<file path="config.mk">
export PLATFORM = sky130hd
export DESIGN_NAME = md5_block_padder
export DESIGN_NICKNAME = d
export VERILOG_FILES = /design/src/rtl/md5_block_padder.sv
export SDC_FILE = /design/constraint.sdc
export NUM_CORES = 2
export LEC_CHECK = 0
export CAP_MARGIN = 20
export CELL_PAD_IN_SITES_DETAIL_PLACEMENT = 1
export CELL_PAD_IN_SITES_GLOBAL_PLACEMENT = 2
export CORE_MARGIN = 10
export CORE_UTILIZATION = 44
export CTS_CLUSTER_DIAMETER = 60
export DETAILED_ROUTE_END_ITERATION = 8
export PLACE_DENSITY = 0.95
export SYNTH_ARGS = -nofsm -noshare
export SYNTH_HDL_FRONTEND = slang
export SYNTH_SLANG_ARGS = --single-unit
</file>
<file path="constraint.sdc">
create_clock -name clk -period 6.7 [get_ports clk]
set_input_delay 1.34 -clock clk [delete_from_list [all_inputs] [get_ports clk]]
set_output_delay 1.34 -clock clk [all_outputs]
set_load 0.05 [all_outputs]
</file>
<file path="src/rtl/md5_block_padder.sv">
// MD5 message padder: packs 32-bit little-endian message words into 512-bit
// blocks, appends the 0x80 marker, zero fill and the 64-bit bit length, then
// hands each block to the round core as four 128-bit beats.
module md5_block_padder #(
    parameter int unsigned LEN_W = 64
) (
    input  logic         clk,
    input  logic         reset,
    input  logic         in_valid,
    output logic         in_ready,
    input  logic [31:0]  in_data,
    input  logic         in_last,
    input  logic [2:0]   in_bytes,
    input  logic         core_ready,
    output logic         en1,
    output logic         en2,
    output logic         en3,
    output logic         en4,
    output logic [127:0] data_o,
    output logic         blk_last,
    output logic         busy
);

    typedef enum logic [2:0] {
        StFill, StPad, StHold, StEmit1, StEmit2, StEmit3, StEmit4, StPad2
    } state_e;

    state_e             state_q, state_d;
    logic [4:0]         idx_q, idx_d;      // 16 means the block is full
    logic [LEN_W-1:0]   cnt_q, cnt_d;      // message byte count
    logic [31:0]        mblk_q [16];
    logic [31:0]        mblk_d [16];
    logic               last_q, last_d;    // current block is the final one
    logic               pend_q, pend_d;    // a length-only block must follow
    logic               spill_q, spill_d;  // that block starts with the 0x80 word
    logic               pad80_q, pad80_d;  // 0x80 still owed as a separate word
    logic               busy_q, busy_d;
    logic [127:0]       hold_q, hold_d;    // last emitted beat, kept on data_o

    logic               accept;
    logic [2:0]         k;
    logic [31:0]        pad_word;
    logic [LEN_W-1:0]   bitlen;
    logic [63:0]        len64;
    logic [1:0]         beat_idx;
    logic [127:0]       beat;
    logic               emitting;

    // Last-word lane handling: keep the valid lanes, drop 0x80 into the first free lane.
    always_comb begin
        k = (in_bytes > 3'd4) ? 3'd4 : in_bytes;
        pad_word = '0;
        for (int b = 0; b < 4; b++) begin
            if (3'(b) < k) begin
                pad_word[8*b +: 8] = in_data[8*b +: 8];
            end else if (3'(b) == k) begin
                pad_word[8*b +: 8] = 8'h80;
            end
        end
    end

    // Bit length (wraps at LEN_W bits) and beat assembly, M0 in the top word.
    always_comb begin
        bitlen = cnt_q << 3;
        len64 = '0;
        len64[LEN_W-1:0] = bitlen;
        beat = {mblk_q[{beat_idx, 2'd0}], mblk_q[{beat_idx, 2'd1}],
                mblk_q[{beat_idx, 2'd2}], mblk_q[{beat_idx, 2'd3}]};
    end

    // Next-state logic and beat strobes.
    always_comb begin
        state_d  = state_q;
        idx_d    = idx_q;
        cnt_d    = cnt_q;
        mblk_d   = mblk_q;
        last_d   = last_q;
        pend_d   = pend_q;
        spill_d  = spill_q;
        pad80_d  = pad80_q;
        busy_d   = busy_q;
        hold_d   = hold_q;
        in_ready = 1'b0;
        en1      = 1'b0;
        en2      = 1'b0;
        en3      = 1'b0;
        en4      = 1'b0;
        emitting = 1'b0;
        beat_idx = 2'd0;
        accept   = 1'b0;

        unique case (state_q)
            StFill: begin
                in_ready = reset;
                accept   = in_valid & reset;
                if (accept) begin
                    busy_d = 1'b1;
                    mblk_d[idx_q[3:0]] = pad_word;
                    if (in_last) begin
                        cnt_d   = cnt_q + LEN_W'(k);
                        pad80_d = (k == 3'd4);
                        // idx now points at the word holding (or owed) the 0x80
                        idx_d   = (k == 3'd4) ? idx_q + 5'd1 : idx_q;
                        state_d = StPad;
                    end else begin
                        cnt_d = cnt_q + LEN_W'(4);
                        idx_d = idx_q + 5'd1;
                        if (idx_q == 5'd15) begin
                            last_d  = 1'b0;
                            state_d = StHold;
                        end
                    end
                end
            end
            StPad: begin
                if (idx_q <= 5'd13) begin
                    if (pad80_q) begin
                        mblk_d[idx_q[3:0]] = 32'h0000_0080;
                    end
                    mblk_d[14] = len64[31:0];
                    mblk_d[15] = len64[63:32];
                    last_d = 1'b1;
                    pend_d = 1'b0;
                end else begin
                    // No room for the length: an owed 0x80 word moves to M0 of the next block.
                    last_d  = 1'b0;
                    pend_d  = 1'b1;
                    spill_d = pad80_q;
                end
                pad80_d = 1'b0;
                state_d = StHold;
            end
            StHold: begin
                if (core_ready) begin
                    state_d = StEmit1;
                end
            end
            StEmit1: begin
                en1 = 1'b1;
                emitting = 1'b1;
                beat_idx = 2'd0;
                hold_d = beat;
                state_d = StEmit2;
            end
            StEmit2: begin
                en2 = 1'b1;
                emitting = 1'b1;
                beat_idx = 2'd1;
                hold_d = beat;
                state_d = StEmit3;
            end
            StEmit3: begin
                en3 = 1'b1;
                emitting = 1'b1;
                beat_idx = 2'd2;
                hold_d = beat;
                state_d = StEmit4;
            end
            StEmit4: begin
                en4 = 1'b1;
                emitting = 1'b1;
                beat_idx = 2'd3;
                hold_d = beat;
                idx_d = '0;
                for (int i = 0; i < 16; i++) begin
                    mblk_d[i] = '0;
                end
                if (pend_q) begin
                    state_d = StPad2;
                end else begin
                    state_d = StFill;
                    if (last_q) begin
                        cnt_d  = '0;
                        busy_d = 1'b0;
                    end
                end
            end
            StPad2: begin
                mblk_d[0]  = spill_q ? 32'h0000_0080 : 32'h0;
                mblk_d[14] = len64[31:0];
                mblk_d[15] = len64[63:32];
                last_d  = 1'b1;
                pend_d  = 1'b0;
                spill_d = 1'b0;
                state_d = StHold;
            end
        endcase
    end

    assign data_o   = emitting ? beat : hold_q;
    assign blk_last = emitting & last_q;
    assign busy     = busy_q;

    // State register; reset discards any partial message or block in flight.
    always_ff @(posedge clk or negedge reset) begin
        if (!reset) begin
            state_q <= StFill;
            idx_q   <= '0;
            cnt_q   <= '0;
            last_q  <= 1'b0;
            pend_q  <= 1'b0;
            spill_q <= 1'b0;
            pad80_q <= 1'b0;
            busy_q  <= 1'b0;
            hold_q  <= '0;
            for (int i = 0; i < 16; i++) begin
                mblk_q[i] <= '0;
            end
        end else begin
            state_q <= state_d;
            idx_q   <= idx_d;
            cnt_q   <= cnt_d;
            last_q  <= last_d;
            pend_q  <= pend_d;
            spill_q <= spill_d;
            pad80_q <= pad80_d;
            busy_q  <= busy_d;
            hold_q  <= hold_d;
            for (int i = 0; i < 16; i++) begin
                mblk_q[i] <= mblk_d[i];
            end
        end
    end

endmodule

</file>
==> results by group <==
Run status
  • Status: finished, final reports clean

Logic synthesis
  • Mean Syn Cell Area: 11.3 µm²
  • Post-synth top area share: 0.535
  • Synth Register Bits: 714
  • Post-synthesis async set-or-reset flop share: 1.00
  • Post-synth EDFFs: 0
  • Sequential element share of the synthesized area: 0.535
  • Yosys Warn Count: 0
  • Synth Instances: 2,947
  • Syn_nets: 2,997
  • Synthesized area: 33,400 µm²
  • Synth cell types: 73
  • Top cells by area, synth: dfrtp_1, mux4_2, mux2i_1, nand2_1, mux2_2
  • Area leader, netlist: dfrtp_1
  • Top FF cell, synth: dfrtp_1

Finish
  • Final Cell Area: 38,900 µm²
  • Commonest non-fill, non-tap cell in the layout: dfrtp_1
  • Most frequent cells in the layout: dfrtp_1, nand2_1, mux2i_1
  • Fin nets: 3,058
  • Layout area overhead: 16.4%
  • Ant. Diodes: 0
  • Layout cell share with drive strength beyond 1: 0.162

Power and ir drop
  • P_int: 11.1 mW
  • Switch share: 0.400
  • Pleak: 16.3 nW
  • Combinational fraction of design power: 0.396
  • Sequential Power Share: 0.342
  • Pwr per Cell Area: 474 nW/µm²
  • Switching pwr: 7.37 mW
  • Worst IR drop on VDD: 0.459 mV
  • Clock power frac: 0.262

Route
  • Wire per inst: 28.0 µm
  • Initial DRC Count: 2,107
  • Post-Route WL: 113,000 µm
  • Residual DRC: 0
  • Detail Route Antenna Nets: 0
  • Routed via count: 25,081
  • Drt first pass iters: 5
  • Avg Vias per Cell: 6.21

Floorplan
  • Total Die Area: 87,400 µm²
  • Floorplan die width: 296 µm
  • Core box area: 74,800 µm²
  • Initial Util: 0.447
  • Die height: 296 µm
  • # rows: 100
  • I/O pins: 175

Clocking
  • Clock sinks: 714
  • Clock root cell: clkbuf_16
  • Deepest clock path buffer count: 3
  • CTS Buf Count: 80
  • CTS tree: done
  • Cts-stage hold buffer count: 0
  • Post-CTS resize count: 0
  • Setup Buffers After CTS: 0
  • Worst-Skew Late Latency: 0.66 ns
  • H-Tree Depth: 3
  • Clock transition at path regs: 0.06 ns

Worst setup path
  • Flop-to-flop setup slack: 2.05 ns
  • Critical Path RT: 5.36 ns
  • Worst Path Buf+Inv: 2
  • Cells along the critical path: xor2_1 -> nand2_4 -> buf_4 -> mux4_2 -> mux2_2 -> clkdlybuf4s50_1
  • Worst path max stage delay: 0.86 ns
  • Worst path slowest cell: dfrtp_1
  • Critical path class: flip-flop to primary output
  • CP top delay family: buffers and inverters
  • Critical Path Fanout Max: 32
  • Startpoint Class: flip-flop
  • Crit path DAT: 4.48 ns
  • Crit. End Element: primary output

STA
  • Total negative slack: 0 ns
  • Final setup skew: 0.0260 ns
  • Slew margin rel.: 0.286
  • Least-Margin Pin Slew: 1.07 ns
  • Tcrit/Tclk final: 0.869
  • Slew Limit Fails: 0
  • Final Hold Fails: 0
  • Final setup margin: 0.880 ns
  • Final-report setup violation count: 0
  • Final critical-path required period: 5.82 ns
  • RSZ-0062 raised after global routing: false
  • Fmax: 172 MHz

Placed design
  • DP Worst Slack: 1.55 ns
  • DPL Wire Length: 73,600 µm
  • Post-DP Area: 35,900 µm²
  • GPL Wtd Cong: 0.901
  • Input/output buffers: 174

Global route
  • GRT Overall Usage: 0.257
  • Initial antenna violation count: 6
  • Largest net degree at the start of global routing: 161
  • Global-route wire length before repair: 172,000 µm
  • Vias in the first global route: 27,351
  • Total global routing overflow: 0

Worst hold path
  • Worst hold path class: flip-flop to flip-flop

Run
  • Maxcap violations: 0
-- kinds of logic (layout without fill, tap and decap cells) --
family,count (synthesis),after routing,synth area share
fa+ha+maj,10,10,0.00397
buf+inv,276,397,0.0362
simple gates,939,939,0.125
flops,714,714,0.535
compound gates,484,484,0.0910
xor+xnor,12,12,0.00315
mux,512,512,0.206
-- power groups by stage --
stage / Clock (mW) / Combinational, mW / Sequential [mW]
finish: 4.83 / 7.29 / 6.29
global route: 5.05 / 7.76 / 6.39
CTS: 4.88 / 7.32 / 6.27
detailed placement: 0 / 7.24 / 6.32
global placement: 0 / 7.00 / 6.21
floorplan: 0 / 5.07 / 5.94
-- metrics by stage --
step / power [mW] / utilization / hold WS [ns] / instances
global placement: 13.2 / 0.480 / 0.471 / 3890
finish: 18.4 / 0.520 / 0.492 / 4037
floorplan: 11.0 / - / 0.451 / 2947
CTS: 18.5 / 0.518 / 0.495 / 4032
detailed placement: 13.6 / 0.480 / 0.481 / 3890
global route: 19.2 / 0.520 / 0.509 / 4037
-- area by class of cell --
class | instances | area [µm²]
clock buffer | 115 | 2370
clock inverter | 27 | 500
fill | 7696 | 35900
inverter | 23 | 86.3
multi-input combinational | 1957 | 14500
sequential | 714 | 17900
tap | 969 | 1210
timing repair buffer | 232 | 2350
-- layer usage --
metal / wire [µm] / up-vias / track usage
met5: 59 / - / 0
met4: 5090 / 10 / 0.116
met2: 55900 / 917 / 0.435
met1: 45100 / 13255 / 0.319
li1: - / 10606 / -
met3: 6950 / 293 / 0.0472
-- worst reg2reg max path, stage by stage, from the launching register on --
cell      delay (ns)
dfrtp_1         0.83
nand3b_4        0.85
inv_2           0.75
a21oi_4         0.28
a21oi_4         0.92
buf_4           0.54
mux2i_1         0.36
-- synth_stat cells (5+ instances only) --
cell and number:
o22ai_1 5, buf_4 6, a21oi_2 11, clkbuf_1 155, and2_1 10, nand4_1 22
o21a_1 5, nor4_1 6, buf_2 72, nand2_1 609, a21oi_1 117, buf_6 8
nor3_1 10, nand2b_1 6, nor2b_1 5, mux2i_1 256, o31ai_1 19, nand3b_1 22
mux2_2 128, or4_1 20, or3_1 19, nand3_1 51, buf_1 12, nor2_1 120
o21ai_0 186, a32o_1 20, inv_1 22, a31oi_1 10, o21ai_1 10, o2bb2ai_1 22
dfrtp_1 714, mux4_2 128, and3_1 10, ha_1 9, a32oi_1 51, xor2_1 8
-- worst paths after layout --
check / startpoint / end / cells past startpoint
setup reg to reg: state_q[1] / flip-flop / 6
hold reg to reg: hold_q[7] / hold_q[7] / 1
setup / recovery: state_q[0] / data_o[93] / 6
hold / removal: hold_q[7] / hold_q[7] / 1
max in group asynchronous: reset / hold_q[10] / 3
min in group asynchronous: reset / hold_q[123] / 1
Note: power is estimated with default switching activity, not from simulation.
